File: src/rtl/zoom_in_nn_scaler_pkg.sv
// Shared definitions for the zoom family of frame-buffer blocks.
// Holds the FSM encoding, the factor field width and the factor range check.
package zoom_in_nn_scaler_pkg;

  localparam int FACTOR_W = 3;

  typedef enum logic [2:0] {
    ST_IDLE  = 3'd0,
    ST_CHECK = 3'd1,
    ST_RUN   = 3'd2,
    ST_DRAIN = 3'd3,
    ST_FIN   = 3'd4
  } state_t;

  function automatic logic factor_ok(
    input logic [FACTOR_W-1:0] f,
    input int                  max_f
  );
    return (f != '0) && (f <= FACTOR_W'(max_f));
  endfunction

endpackage

File: src/rtl/zoom_in_nn_scaler_if.sv
// Job control, ROM read port and frame RAM write port of the scaler.
// The master side is the host plus ROM; the slave side is the scaler.
interface zoom_in_nn_scaler_if #(
  parameter int DATA_W = 8,
  parameter int DIM_W  = 16,
  parameter int ROM_AW = 17,
  parameter int RAM_AW = 19
);
  import zoom_in_nn_scaler_pkg::*;

  logic                start;
  logic [FACTOR_W-1:0] factor;
  logic [DIM_W-1:0]    img_width;
  logic [DIM_W-1:0]    img_height;
  logic [ROM_AW-1:0]   rom_addr;
  logic [DATA_W-1:0]   rom_data_in;
  logic [RAM_AW-1:0]   ram_addr;
  logic [DATA_W-1:0]   ram_data;
  logic                ram_wren;
  logic                busy;
  logic                done;
  logic                err;

  modport master (
    output start, factor, img_width, img_height,
    output rom_data_in,
    input  rom_addr,
    input  ram_addr, ram_data, ram_wren,
    input  busy, done, err
  );

  modport slave (
    input  start, factor, img_width, img_height,
    input  rom_data_in,
    output rom_addr,
    output ram_addr, ram_data, ram_wren,
    output busy, done, err
  );

endinterface

File: src/rtl/zoom_raster_walker.sv
// Walks the output raster row-major and yields the source ROM address
// of each output pixel using only increment and add-W steps.
module zoom_raster_walker
  import zoom_in_nn_scaler_pkg::*;
#(
  parameter int DIM_W  = 16,
  parameter int ROM_AW = 17
) (
  input  logic                clock,
  input  logic                reset,
  input  logic                go,
  input  logic [DIM_W-1:0]    width,
  input  logic [DIM_W-1:0]    height,
  input  logic [FACTOR_W-1:0] factor,
  output logic                issue_valid,
  output logic                issue_last,
  output logic [ROM_AW-1:0]   rom_addr
);

  logic                active_q, active_d;
  logic [FACTOR_W-1:0] col_rep_q, col_rep_d;
  logic [FACTOR_W-1:0] row_rep_q, row_rep_d;
  logic [DIM_W-1:0]    col_q, col_d;
  logic [DIM_W-1:0]    row_q, row_d;
  logic [ROM_AW-1:0]   rom_addr_q, rom_addr_d;
  logic [ROM_AW-1:0]   row_base_q, row_base_d;

  logic [FACTOR_W-1:0] rep_end;
  logic                last_col_rep;
  logic                last_col;
  logic                last_row_rep;
  logic                last_row;

  assign rep_end      = factor - FACTOR_W'(1);
  assign last_col_rep = (col_rep_q == rep_end);
  assign last_row_rep = (row_rep_q == rep_end);
  assign last_col     = (col_q == width - DIM_W'(1));
  assign last_row     = (row_q == height - DIM_W'(1));

  assign issue_valid = active_q;
  assign issue_last  = active_q & last_col_rep & last_col
                     & last_row_rep & last_row;
  assign rom_addr    = rom_addr_q;

  always_comb begin
    active_d   = active_q;
    col_rep_d  = col_rep_q;
    row_rep_d  = row_rep_q;
    col_d      = col_q;
    row_d      = row_q;
    rom_addr_d = rom_addr_q;
    row_base_d = row_base_q;
    if (go) begin
      active_d   = 1'b1;
      col_rep_d  = '0;
      row_rep_d  = '0;
      col_d      = '0;
      row_d      = '0;
      rom_addr_d = '0;
      row_base_d = '0;
    end else if (active_q) begin
      if (issue_last) active_d = 1'b0;
      if (!last_col_rep) begin
        col_rep_d = col_rep_q + FACTOR_W'(1);
      end else begin
        col_rep_d = '0;
        if (!last_col) begin
          col_d      = col_q + DIM_W'(1);
          rom_addr_d = rom_addr_q + ROM_AW'(1);
        end else begin
          // End of an output row: repeat the source row or step to the next.
          col_d = '0;
          if (!last_row_rep) begin
            row_rep_d  = row_rep_q + FACTOR_W'(1);
            rom_addr_d = row_base_q;
          end else begin
            row_rep_d  = '0;
            row_d      = row_q + DIM_W'(1);
            row_base_d = row_base_q + ROM_AW'(width);
            rom_addr_d = row_base_d;
          end
        end
      end
    end
  end

  always_ff @(posedge clock) begin
    if (reset) begin
      active_q   <= 1'b0;
      col_rep_q  <= '0;
      row_rep_q  <= '0;
      col_q      <= '0;
      row_q      <= '0;
      rom_addr_q <= '0;
      row_base_q <= '0;
    end else begin
      active_q   <= active_d;
      col_rep_q  <= col_rep_d;
      row_rep_q  <= row_rep_d;
      col_q      <= col_d;
      row_q      <= row_d;
      rom_addr_q <= rom_addr_d;
      row_base_q <= row_base_d;
    end
  end

endmodule

File: src/rtl/zoom_in_nn_scaler.sv
// Nearest-neighbour zoom-in from image ROM to frame RAM.
// FSM, job validation, ROM latency alignment and registered RAM port.
module zoom_in_nn_scaler
  import zoom_in_nn_scaler_pkg::*;
#(
  parameter int DATA_W     = 8,
  parameter int DIM_W      = 16,
  parameter int ROM_AW     = 17,
  parameter int RAM_AW     = 19,
  parameter int MAX_FACTOR = 4,
  parameter int ROM_LAT    = 1
) (
  input logic              clock,
  input logic              reset,
  zoom_in_nn_scaler_if.slave bus
);

  localparam int CW = $clog2(ROM_LAT + 2);
  localparam int OW = DIM_W + FACTOR_W;
  localparam int PW = 2 * OW;
  localparam logic [CW-1:0] DRAIN_END = CW'(ROM_LAT);
  localparam logic [PW-1:0] DEPTH     = PW'(64'd1 << RAM_AW);

  state_t                         state_q, state_d;
  logic [FACTOR_W-1:0]            factor_q, factor_d;
  logic [DIM_W-1:0]               width_q, width_d;
  logic [DIM_W-1:0]               height_q, height_d;
  logic [CW-1:0]                  drain_q, drain_d;
  logic [RAM_AW-1:0]              issue_addr_q, issue_addr_d;
  logic [ROM_LAT-1:0]             dly_v_q, dly_v_d;
  logic [ROM_LAT-1:0][RAM_AW-1:0] dly_a_q, dly_a_d;
  logic                           busy_q, busy_d;
  logic                           done_q, done_d;
  logic                           err_q, err_d;
  logic                           ram_wren_q, ram_wren_d;
  logic [RAM_AW-1:0]              ram_addr_q, ram_addr_d;
  logic [DATA_W-1:0]              ram_data_q, ram_data_d;

  logic              walk_go;
  logic              issue_valid;
  logic              issue_last;
  logic [ROM_AW-1:0] rom_addr;

  logic [OW-1:0] out_w;
  logic [OW-1:0] out_h;
  logic [PW-1:0] out_px;
  logic          reject;

  // Only the job check multiplies; the walker itself never does.
  assign out_w  = OW'(width_q) * OW'(factor_q);
  assign out_h  = OW'(height_q) * OW'(factor_q);
  assign out_px = PW'(out_w) * PW'(out_h);
  assign reject = !factor_ok(factor_q, MAX_FACTOR)
               || (width_q == '0) || (height_q == '0)
               || (out_px > DEPTH);

  zoom_raster_walker #(
    .DIM_W (DIM_W),
    .ROM_AW(ROM_AW)
  ) u_walker (
    .clock      (clock),
    .reset      (reset),
    .go         (walk_go),
    .width      (width_q),
    .height     (height_q),
    .factor     (factor_q),
    .issue_valid(issue_valid),
    .issue_last (issue_last),
    .rom_addr   (rom_addr)
  );

  always_comb begin
    state_d  = state_q;
    factor_d = factor_q;
    width_d  = width_q;
    height_d = height_q;
    drain_d  = drain_q;
    walk_go  = 1'b0;
    err_d    = 1'b0;
    unique case (state_q)
      ST_IDLE: begin
        if (bus.start) begin
          factor_d = bus.factor;
          width_d  = bus.img_width;
          height_d = bus.img_height;
          state_d  = ST_CHECK;
        end
      end
      ST_CHECK: begin
        if (reject) begin
          err_d   = 1'b1;
          state_d = ST_FIN;
        end else begin
          walk_go = 1'b1;
          state_d = ST_RUN;
        end
      end
      ST_RUN: begin
        if (issue_last) begin
          drain_d = '0;
          state_d = ST_DRAIN;
        end
      end
      ST_DRAIN: begin
        if (drain_q == DRAIN_END) state_d = ST_FIN;
        else drain_d = drain_q + CW'(1);
      end
      ST_FIN: state_d = ST_IDLE;
      default: state_d = ST_IDLE;
    endcase
    busy_d = (state_d != ST_IDLE);
    done_d = (state_d == ST_FIN);
  end

  always_comb begin
    issue_addr_d = issue_addr_q;
    if (walk_go) issue_addr_d = '0;
    else if (issue_valid) issue_addr_d = issue_addr_q + RAM_AW'(1);
    dly_v_d    = dly_v_q;
    dly_a_d    = dly_a_q;
    dly_v_d[0] = issue_valid;
    dly_a_d[0] = issue_addr_q;
    for (int i = 1; i < ROM_LAT; i++) begin
      dly_v_d[i] = dly_v_q[i-1];
      dly_a_d[i] = dly_a_q[i-1];
    end
    // The tail of the delay line meets the ROM data for the same pixel.
    ram_wren_d = dly_v_q[ROM_LAT-1];
    ram_addr_d = ram_addr_q;
    ram_data_d = ram_data_q;
    if (dly_v_q[ROM_LAT-1]) begin
      ram_addr_d = dly_a_q[ROM_LAT-1];
      ram_data_d = bus.rom_data_in;
    end
  end

  always_ff @(posedge clock) begin
    if (reset) begin
      state_q      <= ST_IDLE;
      factor_q     <= '0;
      width_q      <= '0;
      height_q     <= '0;
      drain_q      <= '0;
      issue_addr_q <= '0;
      dly_v_q      <= '0;
      dly_a_q      <= '0;
      busy_q       <= 1'b0;
      done_q       <= 1'b0;
      err_q        <= 1'b0;
      ram_wren_q   <= 1'b0;
      ram_addr_q   <= '0;
      ram_data_q   <= '0;
    end else begin
      state_q      <= state_d;
      factor_q     <= factor_d;
      width_q      <= width_d;
      height_q     <= height_d;
      drain_q      <= drain_d;
      issue_addr_q <= issue_addr_d;
      dly_v_q      <= dly_v_d;
      dly_a_q      <= dly_a_d;
      busy_q       <= busy_d;
      done_q       <= done_d;
      err_q        <= err_d;
      ram_wren_q   <= ram_wren_d;
      ram_addr_q   <= ram_addr_d;
      ram_data_q   <= ram_data_d;
    end
  end

  assign bus.rom_addr = rom_addr;
  assign bus.ram_addr = ram_addr_q;
  assign bus.ram_data = ram_data_q;
  assign bus.ram_wren = ram_wren_q;
  assign bus.busy     = busy_q;
  assign bus.done     = done_q;
  assign bus.err      = err_q;

endmodule

File: src/flat_wrapper.sv
// flat-port wrapper written by rule: the top's interface ports become plain ports
module zoom_in_nn_scaler_flat import zoom_in_nn_scaler_pkg::*;
#(
  parameter int DATA_W     = 8,
  parameter int DIM_W      = 16,
  parameter int ROM_AW     = 17,
  parameter int RAM_AW     = 19,
  parameter int MAX_FACTOR = 4,
  parameter int ROM_LAT    = 1
)
  (clock, reset, bus_start, bus_factor, bus_img_width, bus_img_height, bus_rom_data_in, bus_rom_addr, bus_ram_addr, bus_ram_data, bus_ram_wren, bus_busy, bus_done, bus_err);
  zoom_in_nn_scaler_if #(.DATA_W(DATA_W), .DIM_W(DIM_W), .ROM_AW(ROM_AW), .RAM_AW(RAM_AW)) bus_i ();
  input logic clock;
  input logic reset;
  input wire logic [$bits(bus_i.start)-1:0] bus_start;
  input wire logic [$bits(bus_i.factor)-1:0] bus_factor;
  input wire logic [$bits(bus_i.img_width)-1:0] bus_img_width;
  input wire logic [$bits(bus_i.img_height)-1:0] bus_img_height;
  input wire logic [$bits(bus_i.rom_data_in)-1:0] bus_rom_data_in;
  output wire logic [$bits(bus_i.rom_addr)-1:0] bus_rom_addr;
  output wire logic [$bits(bus_i.ram_addr)-1:0] bus_ram_addr;
  output wire logic [$bits(bus_i.ram_data)-1:0] bus_ram_data;
  output wire logic [$bits(bus_i.ram_wren)-1:0] bus_ram_wren;
  output wire logic [$bits(bus_i.busy)-1:0] bus_busy;
  output wire logic [$bits(bus_i.done)-1:0] bus_done;
  output wire logic [$bits(bus_i.err)-1:0] bus_err;
  assign bus_i.start = bus_start;
  assign bus_i.factor = bus_factor;
  assign bus_i.img_width = bus_img_width;
  assign bus_i.img_height = bus_img_height;
  assign bus_i.rom_data_in = bus_rom_data_in;
  assign bus_rom_addr = bus_i.rom_addr;
  assign bus_ram_addr = bus_i.ram_addr;
  assign bus_ram_data = bus_i.ram_data;
  assign bus_ram_wren = bus_i.ram_wren;
  assign bus_busy = bus_i.busy;
  assign bus_done = bus_i.done;
  assign bus_err = bus_i.err;
  zoom_in_nn_scaler #(.DATA_W(DATA_W), .DIM_W(DIM_W), .ROM_AW(ROM_AW), .RAM_AW(RAM_AW), .MAX_FACTOR(MAX_FACTOR), .ROM_LAT(ROM_LAT)) u_core (.clock(clock), .reset(reset), .bus(bus_i));
endmodule
File: config.mk
export PLATFORM = sky130hd
export DESIGN_NAME = zoom_in_nn_scaler_flat
export DESIGN_NICKNAME = d
export VERILOG_FILES = /design/src/rtl/zoom_in_nn_scaler_pkg.sv /design/src/rtl/zoom_in_nn_scaler_if.sv /design/src/rtl/zoom_raster_walker.sv /design/src/rtl/zoom_in_nn_scaler.sv /design/src/flat_wrapper.sv
export SDC_FILE = /design/constraint.sdc
export NUM_CORES = 1
export LEC_CHECK = 0
export CORE_UTILIZATION = 59
export CTS_CLUSTER_DIAMETER = 80
export DETAILED_ROUTE_END_ITERATION = 8
export PLACE_DENSITY = 0.8
export SLEW_MARGIN = 15
export SYNTH_ARGS = -nofsm -noshare
export SYNTH_HDL_FRONTEND = slang
export SYNTH_HIERARCHICAL = 1
export SYNTH_SLANG_ARGS = --single-unit
File: constraint.sdc
create_clock -name clock -period 16.13 [get_ports clock]
set_input_delay 3.226 -clock clock [delete_from_list [all_inputs] [get_ports clock]]
set_output_delay 3.226 -clock clock [all_outputs]
set_load 0.03 [all_outputs]
==> metrics <==
Setup WS pre-CTS=3.212 ns; share of layout cells above drive strength 1=3.536%; Finished Cell Area=0.02666 mm2; CP Data Required Time=16.48 ns; Cell Area, Synth=around 0.025 mm2; Post-synth EDFFs=0; ys flop type=dfxtp_1; first-pass GRT wire length=approximately 110000 um; CTS tree=yes; DR WL/cell=between 15 and 20 um; Hold Path End=u_core/bus.ram_addr[7]; Placed Area=between 0.02 and 0.03 mm2; fmax=75.64 MHz; Die ar.=0.04266 mm2; worst setup margin=2.910 ns; Yosys cell types=87; Slowest Stage Delay on Critical Path=between 0.9 and 1 ns; Residual DRC=0; drt via density=5.873; Syn Area/Cell=8.090 um2; n_diodes=0; reg2reg start=u_core/width_q[0]; slowest CP cell=dfxtp_1; clk buf depth=2; Initial Util=60.18%; Post-Route WL=66070 um; Setup violations, final=0; Die Y=206.5 um; Clk pin slew, worst setup/hold paths=0.07 ns; crit share post-route=81.96%; Max-cap violations=0; FF-to-FF setup slack=2.91 ns; gr ovfl total=0; Power Density=45.54 mW/mm2; die width=about 210 um; DRT Pass-1 Iters=5; Mapped Cells=approximately 3k; maximum fanout along the worst path=43; Rows=74; # clock sinks=between 150 and 200; clock latency on the worst-skew pair=0.46 ns; final-layout fill cell count=3488; maximum VDD drop=0.08811 mV; Reg area=between 0.003 and 0.004 mm2; Post-CTS Resized=0; Async SR Flop Fraction=0%; worst r2r path cells=37; Final Hold Vio Count=0; root buffer cell=clkbuf_16; Synth warnings=6; DPL Wire Length=52100 um; hold_ws=0.4664 ns; initial antenna violation count=0; status=finished clean; remaining antenna violation count=0; critical path arrival=between 10 and 15 ns; Seq/Total Area, Yosys=14.84%; setup repair after global routing missed its margin=false; CTS Buf Count=17; DR vias=21.23k; Post-CTS Setup Repair Bufs=0; crit path launch type=register; Tot GR Track Use=31.96%; P_leak=around 13 nW; hold path startpoint=u_core/dly_a_q[7]; Worst Clk Skew=approximately 0.011 ns; final slew viol count=0; slew margin rel.=15.39%; setup TNS=0 ns; Final nets=3620; Least-Margin Pin Slew=about 1.3 ns; htree depth=4; Hold Path Depth=2; Routability Congestion=0.9464; largest net degree at the start of global routing=65; Worst setup EP type=register; multi-input logic area=around 0.019 mm2; Worst Hold Class=register to register; vias in the first global route=21.34k; Setup CP Type=register to register; register bit count reported by yosys=183; hold buffers post-CTS=0; reg2reg end=u_core/u_walker/row_base_q[16]; I/O pin count=94; Tmin final=13.22 ns; Area Growth Syn to Fin=8.025%; Core Box Area=roughly 0.041 mm2; drt initial violations=1441; crit-path most repeated cell=fa_1; Net Count, Synth=3601; number of port buffers=93
[cell usage after synthesis (8+ instances only)]
library cell / n / area [um2]
a211oi_1: 19 / 142.6
a21o_1: 26 / 195.2
a21oi_1: 140 / 700.7
a31o_2: 8 / 70.07
a31oi_1: 17 / 106.4
and2_1: 85 / 531.8
and3_1: 34 / 212.7
and4_1: 8 / 70.07
buf_2: 10 / 50.05
clkbuf_1: 109 / 409.1
dfxtp_1: 183 / 3664
fa_1: 319 / 6386
ha_1: 185 / 2315
inv_1: 467 / 1753
mux2i_1: 39 / 390.4
nand2_1: 468 / 1757
nand2b_1: 24 / 150.1
nand3_1: 57 / 285.3
nand4_1: 37 / 231.5
nor2_1: 236 / 885.9
nor2b_1: 40 / 250.2
nor3_1: 57 / 285.3
nor3b_1: 11 / 82.58
nor4_1: 23 / 143.9
o211ai_1: 19 / 142.6
o21a_1: 14 / 105.1
o21ai_0: 64 / 320.3
o31ai_1: 15 / 112.6
or2_2: 8 / 50.05
or3_1: 17 / 106.4
or4_1: 15 / 112.6
xnor2_1: 92 / 805.8
xor2_1: 77 / 674.4
[sequential cells by signal, summed over array words and instances (netlist names), 2 cells and up]
name	cells
u_core/drain_q	2
u_core/u_walker/row_rep_q	3
u_core/factor_q	3
u_core/u_walker/col_rep_q	3
u_core/height_q	16
u_core/dly_a_q	19
u_core/dly_a_d	19
u_core/u_walker/col_q	16
u_core/u_walker/row_base_q	17
u_core/bus.ram_data	8
u_core/width_q	16
u_core/bus.ram_addr	19
u_core/u_walker/row_q	16
u_core/state_q	3
u_core/u_walker/rom_addr	17
[metrics by stage]
stage	util, %	total power [mW]	instances
floorplan	-	0.6941	3051
finish	65.01	1.214	3615
detailed placement	63.53	0.7899	3583
global placement	63.53	0.7827	3583
global route	65.01	1.267	3615
CTS	64.99	1.215	3615
[where the power goes]
group | total [mW] | internal [mW] | switching (mW)
logic | 0.295 | 0.110 | 0.185
registers | 0.492 | 0.463 | 0.0290
clock network | 0.428 | 0.240 | 0.188
[cell type report]
| class | count | share of cell area [%] |
|---|---|---|
| multi-input cells | 2272 | 70.46 |
| inverters | 468 | 6.588 |
| clock buffers | 21 | 1.727 |
| repair buffers | 128 | 4.467 |
| clock inverters | 11 | 0.5162 |
| flip-flops and latches | 183 | 13.74 |
| well taps | 532 | 2.496 |
[critical path: cells and delay by family (launching register included)]
| kind | cells | cell delay [ns] |
|---|---|---|
| AOI/OAI and AO/OA | 10 | 3.40 |
| DFF | 1 | 0.95 |
| adders and majority gates | 10 | 4.75 |
| and+or+nand+nor | 10 | 2.92 |
| xor gates and xnor gates | 2 | 0.82 |
| buffers and inverters | 5 | 0.24 |
[worst max-delay path by stage]
stage	startpoint	end	slack [ns]	depth (start not counted)
final	u_core/width_q[0]	u_core/u_walker/row_base_q[16]	2.91	37
after global routing	u_core/width_q[0]	u_core/u_walker/row_base_q[16]	2.10	38
after CTS	u_core/width_q[0]	u_core/u_walker/row_base_q[16]	3.14	38
after detailed placement	u_core/width_q[0]	u_core/u_walker/row_base_q[16]	3.21	38
after global placement	u_core/width_q[0]	u_core/u_walker/row_base_q[16]	3.51	38
after floorplan	u_core/factor_q[0]	u_core/u_walker/rom_addr[12]	4.80	43
[cells in the final DEF, fill, tap and decap left out, types with 11 or more instances in the layout]
| master | count |
|---|---|
| nand2_1 | 468 |
| inv_1 | 467 |
| fa_1 | 319 |
| nor2_1 | 236 |
| ha_1 | 185 |
| dfxtp_1 | 182 |
| a21oi_1 | 140 |
| clkdlybuf4s50_1 | 92 |
| xnor2_1 | 89 |
| and2_1 | 85 |
| xor2_1 | 77 |
| o21ai_0 | 62 |
| nand3_1 | 57 |
| nor3_1 | 57 |
| nor2b_1 | 40 |
| mux2i_1 | 39 |
| nand4_1 | 37 |
| buf_4 | 36 |
| and3_1 | 34 |
| a21o_1 | 26 |
| nand2b_1 | 24 |
| nor4_1 | 23 |
| o211ai_1 | 19 |
| a211oi_1 | 19 |
| clkbuf_16 | 17 |
| or3_1 | 17 |
| a31oi_1 | 17 |
| o31ai_1 | 15 |
| or4_1 | 15 |
| o21a_1 | 14 |
| nor3b_1 | 11 |
[metal layers]
layer  up-vias  GRT usage [%]  share of wire, %
met5         -              0                 0
met4         0          17.91               5.9
met3       225          6.641               7.3
met2       783          52.57                47
met1     10330          39.09                40
li1       9890              -                 -
[logic make-up (layout without fill, tap and decap cells)]
family	count (synthesis)	count (layout)	synth area share, %
adder cells (fa/ha/maj)	504	504	35.25
XOR/XNOR	170	170	6.088
AO/OA/AOI/OAI	398	398	10.47
buffers and inverters	596	628	9.195
flip-flops	183	183	14.84
multiplexers	44	44	1.810
AND/OR/NAND/NOR	1156	1156	22.34
(Power assumes the default switching activity.)
